## src/rtl/mem_stage_ctrl.sv

```systemverilog
`default_nettype none
// ============================================================================
//  Module      : mem_stage_ctrl
//  Description : MEM-stage sequencing controller for the pipelined LC-3b.
//                Owns the data-memory port and issues LDR/LDB/STR/STB
//                accesses. LDI/STI run a pointer fetch before the data
//                access. Drives the pipeline stall and the WB load enable.
//                Optional response timeout is enabled by defining
//                LC3B_MEM_TIMEOUT_EN.
//  Revision    : 1.0 - initial release
// ============================================================================
module mem_stage_ctrl #(
  parameter int unsigned TIMEOUT_CYCLES = 255
) (
  input  logic        clk,
  input  logic        reset,
  input  logic        mem_valid,
  input  logic        mem_is_load,
  input  logic        mem_is_store,
  input  logic        mem_is_indirect,
  input  logic        mem_is_byte,
  input  logic [15:0] mem_address,
  input  logic [15:0] dmem_rdata,
  input  logic        dmem_resp,
  output logic        dmem_read,
  output logic        dmem_write,
  output logic [15:0] dmem_address,
  output logic [1:0]  dmem_byte_en,
  output logic        pipe_stall,
  output logic        load_wb,
  output logic [15:0] mem_rdata_out,
  output logic        timeout_err
);

  localparam logic [1:0] ST_IDLE = 2'd0;
  localparam logic [1:0] ST_IND  = 2'd1;
  localparam logic [1:0] ST_ACC  = 2'd2;
  localparam logic [1:0] ST_DONE = 2'd3;

  // Reject out-of-range timeout settings at elaboration time.
  if (TIMEOUT_CYCLES < 1 || TIMEOUT_CYCLES > 255) begin : g_bad_timeout
    $error("mem_stage_ctrl: TIMEOUT_CYCLES must be in 1..255");
  end

  logic [1:0]  state_q, state_d;
  logic [15:0] ptr_q, ptr_d;
  logic [15:0] rdata_q, rdata_d;
  logic        w_is_mem;
  logic [15:0] w_base;

  assign w_is_mem = mem_valid & (mem_is_load | mem_is_store);

`ifdef LC3B_MEM_TIMEOUT_EN
  // Counter value seen on the last cycle allowed to wait for a response.
  localparam logic [7:0] TIMEOUT_LAST = 8'(TIMEOUT_CYCLES - 1);

  logic [7:0] wait_cnt_q, wait_cnt_d;
  logic       timeout_q, timeout_d;
  logic       w_expired;

  assign w_expired = (wait_cnt_q == TIMEOUT_LAST);
`endif

  // The second access of LDI/STI uses the fetched pointer as its address.
  assign w_base = (state_q == ST_ACC && mem_is_indirect) ? ptr_q : mem_address;

  // Moore request outputs, driven only while an access is outstanding.
  always_comb begin
    dmem_read    = 1'b0;
    dmem_write   = 1'b0;
    dmem_address = 16'h0000;
    dmem_byte_en = 2'b00;
    case (state_q)
      ST_IND: begin
        dmem_read    = 1'b1;
        dmem_address = {mem_address[15:1], 1'b0};
        dmem_byte_en = 2'b11;
      end
      ST_ACC: begin
        dmem_read    = mem_is_load;
        // Load wins if both flags are set, so no write is issued.
        dmem_write   = mem_is_store & ~mem_is_load;
        dmem_address = {w_base[15:1], 1'b0};
        if (mem_is_byte && !mem_is_indirect) begin
          dmem_byte_en = w_base[0] ? 2'b10 : 2'b01;
        end else begin
          dmem_byte_en = 2'b11;
        end
      end
      default: begin
      end
    endcase
  end

  // Stall covers the issuing IDLE cycle and every cycle spent waiting.
  always_comb begin
    pipe_stall = 1'b0;
    case (state_q)
      ST_IDLE: pipe_stall = w_is_mem;
      ST_IND:  pipe_stall = 1'b1;
      ST_ACC:  pipe_stall = 1'b1;
      default: pipe_stall = 1'b0;
    endcase
  end

  assign load_wb       = ~pipe_stall;
  assign mem_rdata_out = rdata_q;

  // Next-state, pointer and load-data capture logic.
  always_comb begin
    state_d = state_q;
    ptr_d   = ptr_q;
    rdata_d = rdata_q;
`ifdef LC3B_MEM_TIMEOUT_EN
    wait_cnt_d = wait_cnt_q;
    timeout_d  = 1'b0;
`endif
    case (state_q)
      ST_IDLE: begin
        if (w_is_mem) begin
          state_d = mem_is_indirect ? ST_IND : ST_ACC;
`ifdef LC3B_MEM_TIMEOUT_EN
          wait_cnt_d = 8'd0;
`endif
        end
      end
      ST_IND: begin
        if (dmem_resp) begin
          ptr_d   = dmem_rdata;
          state_d = ST_ACC;
`ifdef LC3B_MEM_TIMEOUT_EN
          wait_cnt_d = 8'd0;
        end else if (w_expired) begin
          // Abandon the pointer fetch; the data access never happens.
          state_d   = ST_DONE;
          timeout_d = 1'b1;
          if (mem_is_load) begin
            rdata_d = 16'h0000;
          end
        end else begin
          wait_cnt_d = wait_cnt_q + 8'd1;
`endif
        end
      end
      ST_ACC: begin
        if (dmem_resp) begin
          state_d = ST_DONE;
          if (mem_is_load) begin
            rdata_d = dmem_rdata;
          end
`ifdef LC3B_MEM_TIMEOUT_EN
        end else if (w_expired) begin
          state_d   = ST_DONE;
          timeout_d = 1'b1;
          if (mem_is_load) begin
            rdata_d = 16'h0000;
          end
        end else begin
          wait_cnt_d = wait_cnt_q + 8'd1;
`endif
        end
      end
      default: begin
        state_d = ST_IDLE;
      end
    endcase
  end

  // State registers; reset drops any outstanding request.
  always_ff @(posedge clk) begin
    if (reset) begin
      state_q <= ST_IDLE;
      ptr_q   <= 16'h0000;
      rdata_q <= 16'h0000;
    end else begin
      state_q <= state_d;
      ptr_q   <= ptr_d;
      rdata_q <= rdata_d;
    end
  end

`ifdef LC3B_MEM_TIMEOUT_EN
  // Wait counter and abort flag; the flag is high only during DONE.
  always_ff @(posedge clk) begin
    if (reset) begin
      wait_cnt_q <= 8'd0;
      timeout_q  <= 1'b0;
    end else begin
      wait_cnt_q <= wait_cnt_d;
      timeout_q  <= timeout_d;
    end
  end

  assign timeout_err = timeout_q;
`else
  assign timeout_err = 1'b0;
`endif

endmodule
`default_nettype wire

```

## config.mk

```make
export PLATFORM = sky130hd
export DESIGN_NAME = mem_stage_ctrl
export DESIGN_NICKNAME = d
export VERILOG_FILES = /design/src/rtl/mem_stage_ctrl.sv
export SDC_FILE = /design/constraint.sdc
export NUM_CORES = 1
export LEC_CHECK = 0
export CORE_UTILIZATION = 42
export CTS_CLUSTER_DIAMETER = 100
export DETAILED_ROUTE_END_ITERATION = 7
export GPL_TIMING_DRIVEN = 0
export PLACE_DENSITY = 0.86
export RECOVER_POWER = 100
export SLEW_MARGIN = 5
export SYNTH_ARGS = -nofsm -noshare
export SYNTH_HDL_FRONTEND = slang
export SYNTH_SLANG_ARGS = --single-unit
```

## constraint.sdc

```tcl
create_clock -name clk -period 1.84 [get_ports clk]
set_clock_uncertainty 0.05 [all_clocks]
set_input_delay 0.368 -clock clk [delete_from_list [all_inputs] [get_ports clk]]
set_output_delay 0.368 -clock clk [all_outputs]
set_load 0.01 [all_outputs]
```

==> results.toml, run 1 <==
[logic_synthesis]
syn_inst = 228
synth.avg_cell_area_um2 = 8.171
yosysWarnings = 0
synth.area.mux_share_pct = 11.82
synth_cell_types = 29
synth_compound_area_share_pct = 18.74
ys_ff_latch = 33
yosysTopAreaCellShare_pct = 35.46
synth-simple-area-share_pct = 23.71
synthTopCellsByArea = "dfxtp_1 35%, nand2_1 13%, a21oi_1 9.7%"
ys_seq_area_share_pct = 35.46
synth_xor_area_share_pct = 0
synthMostInstantiatedCell = "nand2_1"
netlist.top_cell.by_area = "dfxtp_1"
synth_top_family_by_area = "simple AND/OR/NAND/NOR gates"
synth-adder-area-share_pct = 2.686
async_reset_ff_share_pct = 0
syn-cell-area_um2 = 1863
yosys-top-cells-count = "63 x nand2_1, 36 x a21oi_1, 33 x dfxtp_1"
ys.flop_type = "dfxtp_1"
synth_edf_count = 0

[timing]
hold_viol = 0
setup_tns_ps = -2153
fmaxAchievable_mhz = 499.0
fin_crit_sh_pct = 108.9
report.final.slew_viol_count = 0
finalSetupViolations = 20
rsz0062_at_grt = "true"
setup_ws_ps = -163.9
final.min_clock_period_ps = 2004

[die]
initial_utilization_pct = 45.27
die-area_um2 = 4706
rows = 23
io_pins = 79
die_h_um = 68.60
die_w_um = 68.60
core-area_um2 = 4115

[detailed_routing]
finalWirelength_um = 5992
wl_per_cell_um = 15.94
drt_iter0_markers = 78
firstDrtPassIters = 4
vias_per_cell = 5.205
drcViolationCount = 0
vias = 1957
ant_nets = 0

[grt]
overflow = 0
grt_max_degree = 11
antenna_found_initial = 0
groute.usage.overall_pct = 25.10
grt_pass1_vias = 1845
grt_pass1_wl_um = 8625

[cts]
clockBufferDepth = 2
cts_num_sinks = 33
cts_root_buf = "clkbuf_8"
cts_htree_levels = 2
cts_buffers = 5
cts_tree = "built"
clk_latency_ps = 280
clk_pin_slew_ps = 60

[run_status]
status = "finished, violations left"
violations = "negative setup slack"

[layout]
drive_above_1_share_pct = 30.98
n_antenna_cell = 0
final_nets = 371
area_growth_pct = 61.72

[worst_hold_path]
hp-class = "primary input to flip-flop"
hold_path_depth = 2

[setup_path]
cp-start-kind = "flip-flop"
crit_fanout = 6
cp_data_required_time_ps = 1420
r2r_cells = 9
worstSetupPathType = "flip-flop to output pin"
end_kind = "output pin"
cp.arrival_ps = 1590

[placed_design]
dpl.hpwl_um = 3720
gp_congestion = 0.7856
portBuffers = 74
pre_cts_ws_ps = -528.5

[pwr]
p_leak_uw = 0.001219
p_per_area_nw_per_um2 = 1119
irDropWorstVdd_v = 0.0005760

[job]
maxCapViolations = 0
layout make-up:
| type | instances | area (µm²) |
|---|---|---|
| timing repair buffer | 91 | 862.1 |
| buffer | 20 | 176.4 |
| inverter | 3 | 18.77 |
| fill | 300 | 1102 |
| sequential | 33 | 668.1 |
| clock buffer | 5 | 68.82 |
| clock inverter | 1 | 5.005 |
| multi-input combinational | 173 | 1151 |
| tap | 50 | 62.56 |
sequential cells by signal, indices dropped and copies added, names as in the netlist:
| name | cells |
|---|---|
| state_q | 2 |
| ptr_q | 15 |
| mem_rdata_out | 16 |
cells by family (layout without fill, tap and decap cells):
logic type,after synthesis,in the layout
AND/OR/NAND/NOR,96,96
AO/OA/AOI/OAI,54,54
flip-flops,33,33
buffers and inverters,23,120
multiplexers,17,17
adder cells (fa/ha/maj),4,4
other,1,2
metrics by stage:
step                      hold WS, ps  util [%]  std cells  instance area (µm²)  power, µW
after floorplan                 382.9         -        229                 1867       1660
after global placement          393.1     64.88        353                 2670       2125
after detailed placement        400.2     64.88        353                 2670       2155
after CTS                       265.3     72.06        371                 2965       3150
after global routing            271.6     73.21        376                 3013       3550
final                           271.4     73.21        376                 3013       3372
final timing paths:
| path | startpoint | to | slack, ps |
|---|---|---|---|
| max | state_q[1] | dmem_address[2] | -160 |
| max reg2reg | state_q[1] | ptr_q[14] | 30 |
| min reg2reg | mem_rdata_out[2] | mem_rdata_out[2] | 400 |
| min | reset | mem_rdata_out[2] | 270 |
worst max-delay path: stages, from the launching register on:
cell and delay, ps:
dfxtp_4 380, inv_4 50, ha_4 160, buf_8 140, buf_8 130, buf_12 120
a22oi_2 140, nor2b_1 60, buf_2 130
cells in the final DEF (no fill, tap or decap), types with 5 or more instances in the layout:
cell and count:
nand2_1 63, clkdlybuf4s50_1 34, a21oi_1 33, dfxtp_1 31, nor2b_1 18, buf_2 18, dlygate4sd3_1 16, buf_4 13
a22oi_2 12, buf_6 8, mux2_2 8, mux2_4 7, buf_8 5, clkbuf_8 5
power breakdown:
part	switching, µW	total, µW	internal, µW
Combinational	869	2010	1140
Sequential	72.1	873	801
Clock	242	490	248
Total	1180	3370	2190
what timing repair did:
item | 4_1_cts | 5_1_grt
cloned | 4 | 0
setup buffers | 8 | 5
pin swaps | 14 | 4
gates resized for setup | 130 | 8
hold buffers | 0 | 0
endpoints found under the setup margin | 21 | 21
metal layers:
layer	vias to the layer above	share of wire [%]	GRT usage [%]
met2	82	49	42.52
met3	8	7.0	4.934
li1	959	-	-
met5	-	0	0
met1	908	42	30.37
met4	0	1.5	11.46
(Power assumes the default switching activity.)
==> run 2: changes to the inputs <==
--- a/config.mk
+++ b/config.mk
@@ -5,12 +5,14 @@
 export SDC_FILE = /design/constraint.sdc
 export NUM_CORES = 1
 export LEC_CHECK = 0
+export CAP_MARGIN = 10
 export CORE_UTILIZATION = 42
 export CTS_CLUSTER_DIAMETER = 100
 export DETAILED_ROUTE_END_ITERATION = 7
-export GPL_TIMING_DRIVEN = 0
+export GPL_TIMING_DRIVEN = 1
 export PLACE_DENSITY = 0.86
 export RECOVER_POWER = 100
+export SKIP_LAST_GASP = 1
 export SLEW_MARGIN = 5
 export SYNTH_ARGS = -nofsm -noshare
 export SYNTH_HDL_FRONTEND = slang
==> results.toml, run 2 (synthesis results as in run 1) <==
[worst_hold_path]
min_from = "mem_rdata_out[8]"
hold_path_end = "mem_rdata_out[8]"
hold_path_depth = 2
hp-class = "flip-flop to flip-flop"

[grt]
groute.usage.overall_pct = 23.82
grt_pass1_wl_um = 8176
grt_max_degree = 17
overflow = 0
grt_pass1_vias = 1743
antenna_found_initial = 0

[cts]
clockBufferDepth = 2
cts_htree_levels = 2
clk_latency_ps = 280
cts_root_buf = "clkbuf_8"
cts_buffers = 5
cts_tree = "built"
clk_pin_slew_ps = 70
cts_num_sinks = 33

[setup_path]
reg2reg_to = "state_q[0]"
r2r_start = "state_q[0]"
cp.arrival_ps = 1500
worstSetupPathType = "flip-flop to output pin"
r2r_cells = 7
rrSetupSlack_ps = 120
cp-start-kind = "flip-flop"
cp_data_required_time_ps = 1420
crit_fanout = 5
end_kind = "output pin"

[layout]
drive_above_1_share_pct = 34.15
regArea_um2 = 663.1
final_util_pct = 74.64
final_common_cell = "nand2_1"
mostFrequentLayoutCells = "63 x nand2_1, 52 x clkdlybuf4s50_1, 32 x a21oi_1"
n_antenna_cell = 0
area_growth_pct = 64.88
largest_reg_flops = 16
fillers = 302
final_nets = 368
stdcell_count = 375
multi_input_area_um2 = 1194

[detailed_routing]
wl_per_cell_um = 14.93
drt_iter0_markers = 102
ant_nets = 0
firstDrtPassIters = 4
finalWirelength_um = 5598
vias = 1877
drcViolationCount = 0
vias_per_cell = 5.005

[die]
core-area_um2 = 4115
die-area_um2 = 4706
io_pins = 79
die_h_um = 68.60
rows = 23
initial_utilization_pct = 45.27
die_w_um = 68.60

[timing]
rsz0062_at_grt = "true"
report.final.slew_viol_count = 0
final.min_clock_period_ps = 1919
fin_crit_sh_pct = 104.3
fin_hold_ws_ps = 406.5
setup_ws_ps = -79.32
fmaxAchievable_mhz = 521.0
hold_viol = 0
finalSetupViolations = 20

[pwr]
p_per_area_nw_per_um2 = 1095
p_leak_uw = 0.001179
irDropWorstVdd_v = 0.0005538
finalPower_uw = 3363

[placed_design]
gp_congestion = 0.8116
pre_cts_ws_ps = -656.7
portBuffers = 76
dpl.hpwl_um = 3590
dpl.cell_count = 358

[run_status]
status = "finished, violations left"
violations = "negative setup slack"

[job]
maxCapViolations = 0
-- run 2: cell count changes in the layout (fill, tap and decap cells not counted), moves of 3 or more --
cell / previous run / this run
clkbuf_2: 3 / 0
buf_8: 5 / 1
dlygate4sd3_1: 16 / 0
clkbuf_1: 4 / 0
nor2b_1: 18 / 15
clkdlybuf4s50_1: 34 / 52
buf_4: 13 / 19
-- run 2: layout make-up --
type | instances | area share (%)
multi-input cells | 173 | 38.86
well taps | 50 | 2.037
flip-flops and latches | 33 | 21.59
clock inverters | 1 | 0.1629
inverters | 3 | 0.5295
repair buffers | 108 | 33.69
clock buffers | 7 | 3.136
-- run 2: worst max-delay path, stage by stage, from the launching register on --
cell,delay (ps)
dfxtp_2,330
buf_4,150
ha_4,200
buf_8,140
buf_6,110
a21oi_2,100
nor2b_1,50
buf_2,130
-- run 2: power breakdown --
part	total, µW	internal, µW	switching, µW	leakage, µW
sequential	845	794	50.8	0.000268
clock	601	338	263	0.0000542
combinational	1920	1090	826	0.000857
total	3360	2220	1140	0.00118
-- run 2: worst max-delay path by stage --
stage / cells after the start / slack (ps) / endpoint / from
floorplan: 5 / 140 / load_wb / state_q[1]
global placement: 6 / -640 / dmem_address[1] / mem_is_indirect
detailed placement: 6 / -660 / dmem_address[10] / mem_is_indirect
CTS: 8 / -70 / dmem_byte_en[0] / state_q[1]
global route: 7 / -160 / dmem_byte_en[0] / state_q[0]
finish: 7 / -80 / dmem_byte_en[0] / state_q[0]
-- run 2: layer usage --
| layer | GRT usage [%] | vias to the layer above | routed length [µm] |
|---|---|---|---|
| li1 | - | 948 | - |
| met1 | 29.72 | 867 | 2548 |
| met2 | 41.42 | 60 | 2715 |
| met3 | 4.441 | 2 | 307 |
| met4 | 6.771 | 0 | 26 |
| met5 | 0 | - | 0 |
-- run 2: repair_timing --
action	CTS	global route
resized for setup	128	8
buffers inserted	4	1
pin swaps	7	2
gates cloned	4	0
setup endpoints to repair	21	20
hold buffers	0	0
-- run 2: metrics by stage --
| step | TNS [ps] | area [µm²] |
|---|---|---|
| after floorplan | 0 | 1867 |
| after global placement | -11380 | 2774 |
| after detailed placement | -11610 | 2774 |
| after CTS | -677.3 | 3027 |
| after global routing | -2252 | 3072 |
| final | -903.1 | 3072 |
==> run 3: changes to the inputs <==
--- a/config.mk
+++ b/config.mk
@@ -6,11 +6,11 @@
 export NUM_CORES = 1
 export LEC_CHECK = 0
 export CAP_MARGIN = 10
-export CORE_UTILIZATION = 42
+export CORE_UTILIZATION = 38
 export CTS_CLUSTER_DIAMETER = 100
 export DETAILED_ROUTE_END_ITERATION = 7
 export GPL_TIMING_DRIVEN = 1
-export PLACE_DENSITY = 0.86
+export PLACE_DENSITY = 0.83
 export RECOVER_POWER = 100
 export SKIP_LAST_GASP = 1
 export SLEW_MARGIN = 5
==> constraint.sdc (replaced) <==
create_clock -name clk -period 1.66 [get_ports clk]
set_clock_uncertainty 0.05 [all_clocks]
set_input_delay 0.332 -clock clk [delete_from_list [all_inputs] [get_ports clk]]
set_output_delay 0.332 -clock clk [all_outputs]
set_load 0.01 [all_outputs]
==> results.toml, run 3 (synthesis results as in run 1) <==
[placed_design]
gp_congestion = 0.8216
detailed_place.area_um2 = 2815
dpl.cell_count = 376
dpl.hpwl_um = 4001
portBuffers = 76

[die]
die-area_um2 = 5187
die_w_um = 72.02
rows = 25
die_h_um = 72.02
core-area_um2 = 4723
io_pins = 79
initial_utilization_pct = 39.44

[grt]
antenna_found_initial = 0
grt_pass1_vias = 1743
groute.usage.overall_pct = 20.94
grt_max_degree = 20
overflow = 0
grt_pass1_wl_um = 8307

[pwr]
irDropWorstVdd_v = 0.0005453
p_per_area_nw_per_um2 = 1189
power_frac_seq_pct = 26.6
p_int_uw = 2384
p_switching_uw = 1220
p_leak_uw = 0.001164
pwr-share-comb_pct = 57.0
swShare_pct = 33.86
pwr-share-clk_pct = 16.4

[timing]
fin_crit_sh_pct = 116.6
setup_tns_ps = -3575
hold_viol = 0
fmaxAchievable_mhz = 516.5
rsz0062_at_grt = "true"
fin_hold_ws_ps = 403.7
final.min_clock_period_ps = 1936
finalSetupViolations = 22
report.final.slew_viol_count = 0
setup_ws_ps = -275.9

[detailed_routing]
vias = 1920
firstDrtPassIters = 4
drt_iter0_markers = 60
wl_per_cell_um = 14.68
drcViolationCount = 0
vias_per_cell = 4.885
ant_nets = 0
finalWirelength_um = 5771

[cts]
clk_latency_ps = 280
cts_num_sinks = 33
cts_root_buf = "clkbuf_8"
cts_buffers = 5
cts_hold_buffers = 0
cts_tree = "built"
cts_htree_levels = 2
clk_pin_slew_ps = 60
clockBufferDepth = 2

[setup_path]
end_kind = "output pin"
worstSetupPathType = "flip-flop to output pin"
reg2reg_to = "state_q[0]"
crit_fanout = 7
r2r_start = "state_q[0]"
rrSetupSlack_ps = -10
cp-start-kind = "flip-flop"
cp.arrival_ps = 1550
r2r_cells = 7
cp_data_required_time_ps = 1280

[layout]
final_util_pct = 64.16
largest_reg_flops = 16
stdcell_count = 393
n_antenna_cell = 0
final_area_um2 = 3030
fillers = 394
final_common_cell = "nand2_1"
mostFrequentLayoutCells = "62 x nand2_1, 50 x clkdlybuf4s50_1, 34 x a21oi_1"
area_growth_pct = 62.66
final_nets = 370
drive_above_1_share_pct = 33.44

[run_status]
status = "finished, violations left"
violations = "negative setup slack"

[worst_hold_path]
hp-class = "flip-flop to flip-flop"
hold_path_depth = 2
min_from = "mem_rdata_out[2]"
hold_path_end = "mem_rdata_out[2]"

[job]
maxCapViolations = 0
==> run 3: changes by cell type in the layout (fill, tap and decap cells not counted), moves of 2 or more <==
cell             change
a21oi_1              +2
buf_16               -2
clkdlybuf4s15_2      +2
clkdlybuf4s50_1      -2
dfxtp_2              -2
dfxtp_4              +2
ha_4                 -2
inv_4                +2
==> run 3: what timing repair did <==
action | CTS | global route
gates resized for setup | 94 | 36
setup endpoints to repair | 38 | 36
pin swaps | 4 | 5
setup buffers | 5 | 3
gates cloned | 1 | 1
==> run 3: worst max-delay path by stage <==
stage	startpoint	end	slack (ps)	cells after the start
2_1_floorplan	state_q[1]	dmem_address[12]	10	6
3_3_place_gp	mem_is_indirect	dmem_address[5]	-760	6
3_5_place_dp	mem_is_indirect	dmem_address[8]	-770	6
4_1_cts	state_q[0]	dmem_address[13]	-280	7
5_1_grt	state_q[0]	dmem_address[7]	-330	6
6_report	state_q[0]	dmem_address[13]	-280	7
==> run 3: cell type report <==
type | instances | area, µm² | area share, %
multi-input cells | 173 | 1156 | 38.15
repair buffers | 110 | 1020 | 33.65
flip-flops and latches | 33 | 668.1 | 22.05
clock buffers | 7 | 86.33 | 2.849
well taps | 67 | 83.83 | 2.766
inverters | 3 | 16.27 | 0.5367
==> run 3: per-layer routing <==
| layer | vias up | global-route usage, % | share of wire, % |
|---|---|---|---|
| met5 | - | 0 | 0 |
| met4 | 0 | 9.586 | 2.4 |
| met3 | 14 | 6.111 | 6.3 |
| met2 | 84 | 36.06 | 49 |
| met1 | 869 | 23.99 | 43 |
| li1 | 953 | - | - |
==> run 3: worst max-delay path, cell delays in order, from the launching register on <==
cell	delay (ps)
dfxtp_4	360
buf_6	120
ha_4	160
buf_8	130
buf_6	120
a22oi_2	170
nor2b_1	70
buf_2	140
==> run 3: power by group through the flow <==
stage,combinational [µW],sequential [µW],clock (µW)
floorplan,899,945,0
finish,2060,958,592
detailed placement,1690,946,0
CTS,1870,949,612
global route,2190,965,647
global placement,1650,943,0
==> run 3: per-stage QoR <==
| step | worst slack (ps) | power (µW) |
|---|---|---|
| finish | -275.9 | 3605 |
| global route | -333.3 | 3806 |
| CTS | -279.1 | 3429 |
| detailed placement | -770.4 | 2635 |
| global placement | -755.3 | 2594 |
| floorplan | 12.50 | 1845 |
